## src/rtl/cnt_cmd_sequencer.sv

```systemverilog
// Command front-end for the load/increment counter: turns LOAD/INC1/INCN commands
// into single-cycle ld/inc pulses while tracking a shadow of the counter value.
module cnt_cmd_sequencer #(
  parameter int WIDTH = 3
) (
  input  logic             clk,
  input  logic             rst,
  input  logic             cmd_valid,
  output logic             cmd_ready,
  input  logic [1:0]       cmd_op,
  input  logic [WIDTH-1:0] cmd_arg,
  output logic             ld,
  output logic             inc,
  output logic [WIDTH-1:0] data_out,
  output logic [WIDTH-1:0] shadow_cnt,
  output logic             busy,
  output logic             done,
  output logic             ovf_err,
  input  logic             err_clr
);

  typedef enum logic {IDLE, ISSUE} stateE;

  localparam logic [1:0] OP_LOAD = 2'b01;
  localparam logic [1:0] OP_INC1 = 2'b10;
  localparam logic [1:0] OP_INCN = 2'b11;
  localparam logic [WIDTH-1:0] MAX = '1;

  stateE            state_q, state_d;
  logic             ld_q, ld_d;
  logic             inc_q, inc_d;
  logic             done_q, done_d;
  logic             busy_q, busy_d;
  logic             ovf_q, ovf_d;
  logic             ovfPend_q, ovfPend_d;
  logic [WIDTH-1:0] dataOut_q, dataOut_d;
  logic [WIDTH-1:0] shadow_q, shadow_d;
  logic [WIDTH-1:0] remain_q, remain_d;
  logic [WIDTH-1:0] headroom;
  logic [WIDTH-1:0] kCnt;

  // Headroom fits in WIDTH bits because shadow never exceeds MAX.
  assign headroom  = MAX - shadow_q;
  assign kCnt      = (cmd_arg < headroom) ? cmd_arg : headroom;
  assign cmd_ready = rst && (state_q == IDLE);

  assign ld         = ld_q;
  assign inc        = inc_q;
  assign done       = done_q;
  assign busy       = busy_q;
  assign ovf_err    = ovf_q;
  assign data_out   = dataOut_q;
  assign shadow_cnt = shadow_q;

  always_comb begin
    state_d   = state_q;
    ld_d      = 1'b0;
    inc_d     = 1'b0;
    done_d    = 1'b0;
    busy_d    = busy_q;
    ovfPend_d = ovfPend_q;
    remain_d  = remain_q;
    dataOut_d = dataOut_q;
    // Shadow follows the counter: it advances on the edge that consumes a pulse.
    shadow_d  = inc_q ? shadow_q + 1'b1 : shadow_q;
    ovf_d     = err_clr ? 1'b0 : ovf_q;

    case (state_q)
      IDLE: begin
        if (cmd_valid) begin
          state_d = ISSUE;
          busy_d  = 1'b1;
          done_d  = 1'b1;
          case (cmd_op)
            OP_LOAD: begin
              ld_d      = 1'b1;
              dataOut_d = cmd_arg;
              shadow_d  = cmd_arg;
            end
            OP_INC1: begin
              if (headroom != '0) inc_d = 1'b1;
              else                ovf_d = 1'b1;
            end
            OP_INCN: begin
              if (cmd_arg != '0) begin
                if (kCnt == '0) begin
                  ovf_d = 1'b1;
                end else begin
                  inc_d     = 1'b1;
                  remain_d  = kCnt - 1'b1;
                  ovfPend_d = (kCnt < cmd_arg);
                  done_d    = (kCnt == 1);
                  if ((kCnt == 1) && (kCnt < cmd_arg)) ovf_d = 1'b1;
                end
              end
            end
            default: ;
          endcase
        end
      end
      ISSUE: begin
        if (done_q) begin
          state_d = IDLE;
          busy_d  = 1'b0;
        end else begin
          inc_d    = 1'b1;
          remain_d = remain_q - 1'b1;
          if (remain_q == 1) begin
            done_d = 1'b1;
            if (ovfPend_q) ovf_d = 1'b1;
          end
        end
      end
      default: state_d = IDLE;
    endcase
  end

  always_ff @(posedge clk or negedge rst) begin
    if (!rst) begin
      state_q   <= IDLE;
      ld_q      <= 1'b0;
      inc_q     <= 1'b0;
      done_q    <= 1'b0;
      busy_q    <= 1'b0;
      ovf_q     <= 1'b0;
      ovfPend_q <= 1'b0;
      remain_q  <= '0;
      dataOut_q <= '0;
      shadow_q  <= '0;
    end else begin
      state_q   <= state_d;
      ld_q      <= ld_d;
      inc_q     <= inc_d;
      done_q    <= done_d;
      busy_q    <= busy_d;
      ovf_q     <= ovf_d;
      ovfPend_q <= ovfPend_d;
      remain_q  <= remain_d;
      dataOut_q <= dataOut_d;
      shadow_q  <= shadow_d;
    end
  end

endmodule

```

## config.mk

```make
export PLATFORM = sky130hd
export DESIGN_NAME = cnt_cmd_sequencer
export DESIGN_NICKNAME = d
export VERILOG_FILES = /design/src/rtl/cnt_cmd_sequencer.sv
export SDC_FILE = /design/constraint.sdc
export NUM_CORES = 1
export LEC_CHECK = 0
export BUFFER_PORTS_ARGS = -buffer_cell sky130_fd_sc_hd__buf_2
export CORE_AREA = 2 2 56 58
export DETAILED_ROUTE_END_ITERATION = 16
export DIE_AREA = 0 0 58 60
export GPL_TIMING_DRIVEN = 0
export PLACE_DENSITY = 0.67
export REMOVE_ABC_BUFFERS = 1
export SETUP_SLACK_MARGIN = 0.1
export SLEW_MARGIN = 5
export SYNTH_ARGS = -nofsm -noshare
export SYNTH_HDL_FRONTEND = slang
export SYNTH_SLANG_ARGS = --single-unit
```

## constraint.sdc

```tcl
create_clock -name clk -period 6.3 [get_ports clk]
set_input_delay 1.26 -clock clk [delete_from_list [all_inputs] [get_ports clk]]
set_output_delay 1.26 -clock clk [all_outputs]
set_load 0.005 [all_outputs]
```

==> metrics <==
FF+latch count, synth 16; Cell variety after synth 36; area of the mapped netlist approximately 1000 sq um; final worst-path setup slack 2910 ps; top cell type's share of synthesized area 0.384; CP required between 6000 and 7000 ps; std cell rows 20; Final Hold Violating Endpoints 0; Post-CTS Hold Fix Bufs 0; Num CTS Buffers 3; post-place setup slack 2620 ps; Achievable Freq a little under 300 MHz; RSZ-0062 raised after global routing false; Port Buffers 20; initial antenna violation count 0; Worst-Margin Slew 774 ps; largest cells by area after synthesis dfrtp_1 38%, ha_1 13%, o21ai_0 4.8%; Max Clock Skew roughly 6.5 ps; synth cell count leaders 16 x dfrtp_1, 12 x inv_1, 11 x ha_1, 10 x o21ai_0, 7 x nor2b_1; number of diodes 0; dpl hpwl between 1500 and 2000 um; Critical Path Max Stage Delay between 400 and 500 ps; Pleak between 0.0005 and 0.0006 uW; detail-routed net length per standard cell around 13 um; setup total negative slack 0 ps; Pre-antenna DRT Iters 6; Post-Syn Instances ~110; post_cts resized 0; CTS sink count 16; Post-synth top flop dfrtp_1; fin. max-slew vios 0; Die Span X between 50 and 60 um; gr ovfl total 0; placed insts between 150 and 200; Die Y ~60 um; via count between 800 and 900; crit path DAT between 3000 and 4000 ps; layout cells sized above 1 0.240; CP dominant cell by count ha_1; H-tree level count 1; final wirelength approximately 2200 um; min Tclk post-route 3390 ps; Ys Warns 0; multi-input combinational cell area slightly below 600 sq um; Seq/Total Area, Yosys 0.384; TritonCTS clock tree built; clock tree root buffer cell clkbuf_4; syn avg cell area 9.75 sq um; most common cell in the netlist dfrtp_1; vias in the first global route 874; Worst-Skew Late Latency roughly 290 ps; delay-heaviest family, CP compound AO/OA/AOI/OAI gates; Worst path slowest cell o311ai_1; final cell count without fillers 162; worst min-delay path category reg2reg; VDD IR max 0.258 mV; Layout Nets 150; power per standard cell area around 460 nW/um^2; Die Area 3480 sq um; DRC violations left 0; Max Cap Viol 0; Worst slew margin 0.477; post-synth top area cell dfrtp_1; crit end category flip-flop; area delta synth->final 16.7%; global-route wire length before repair 3710 um; Initial Utilization 0.359; fin crit share 0.539; FFs w/ async S/R, synth 1.00; clock transition at the registers of the reported paths about 100 ps; largest net degree at the start of global routing 18; IO Count 21; Iter 0 DRT Violations 16; Tot GR Track Use 0.139; final setup fails 0; RD Place Congestion ~0.73; Crit Path Class in2reg; status completed; post-CTS setup buffers 0; Reg area around 400 sq um; maximum root-to-sink buffer count 2; crit-path cells buf_2, ha_1, o21ba_2, o311ai_1, inv_1, ha_1, ha_1, nor2b_1, nand4_1, a22o_1; worst-path fanout max 6; number of synthesized flops with an enable pin 0; number of fill cells around 290; vias per inst between 5 and 6; Core Area between 2000 and 3000 sq um; final core occ 0.419; critical path launch point type input pin; worst path bufs/invs 2; Post-DRT Antenna Nets 0
[power breakdown]
part	switching (uW)	total, uW	leakage [uW]	internal (uW)
clock network	34.0	69.1	0.0000210	35.2
logic	136	280	0.000368	144
registers	52.8	205	0.000195	153
total	222	555	0.000584	332
[placed cells by master (no fill, tap or decap), types with 2 or more instances in the layout]
cell type / instances
buf_2: 20
dfrtp_1: 16
inv_1: 12
ha_1: 11
o21ai_0: 10
nor2b_1: 7
nand2_1: 5
mux2i_1: 4
nor2_1: 4
nand2b_1: 3
clkbuf_4: 3
xnor2_1: 2
a21oi_1: 2
mux2_2: 2
nand4_1: 2
o211ai_1: 2
nor3_1: 2
o22ai_1: 2
[sequential cells by signal (all words and copies together) (netlist names)]
| signal | flops |
|---|---|
| ovfPend_q | 1 |
| data_out | 3 |
| busy | 1 |
| remain_q | 3 |
| inc | 1 |
| done | 1 |
| shadow_cnt | 3 |
| ovf_err | 1 |
| state_q | 1 |
| ld | 1 |
[path summary, 6_finish.rpt]
check | from | to | slack, ps | depth (start not counted)
max reg2reg | shadow_cnt[1] | remain_q[2] | 3550 | 9
max in group asynchronous | rst | ld | 5160 | 1
min in group asynchronous | rst | ovfPend_q | 870 | 1
min reg2reg | data_out[2] | data_out[2] | 540 | 2
min | data_out[2] | data_out[2] | 540 | 2
max | cmd_arg[1] | remain_q[2] | 2910 | 10
[cell type report]
cell class / count / share of cell area
multi-input cells: 77 / 0.488
clock buffers: 4 / 0.0298
flip-flops and latches: 16 / 0.329
well taps: 33 / 0.0339
inverters: 12 / 0.0370
repair buffers: 20 / 0.0822
[worst reg2reg max path, delay by kind of cell (launching register included)]
kind / cells / cell delay, ps
flip-flops: 1 / 460
AND/OR/NAND/NOR: 2 / 480
adder cells (fa/ha/maj): 3 / 730
AO/OA/AOI/OAI: 3 / 880
buffers and inverters: 1 / 100
[metal layers]
layer  track usage  routed length [um]  vias to the layer above
met2         0.235                1040                       22
met5             0                   0                        -
li1              -                   -                      435
met3        0.0152                  80                        4
met1         0.174                1020                      406
met4        0.0698                  36                        0
[logic make-up after synthesis]
| family | synth area share |
|---|---|
| buffers and inverters | 0.0528 |
| muxes | 0.0600 |
| adders and majority gates | 0.132 |
| and+or+nand+nor | 0.153 |
| AOI/OAI and AO/OA | 0.201 |
| DFF | 0.384 |
| xor gates and xnor gates | 0.0168 |
[through the flow]
stage          instance area, sq um  power (uW)  hold WS, ps
6_report                       1220         555          543
4_1_cts                        1210         560          550
2_1_floorplan                  1030         396          518
3_3_place_gp                   1170         478          525
3_5_place_dp                   1170         489          528
5_1_grt                        1220         614          598
Power figures use the tool's default switching activity.
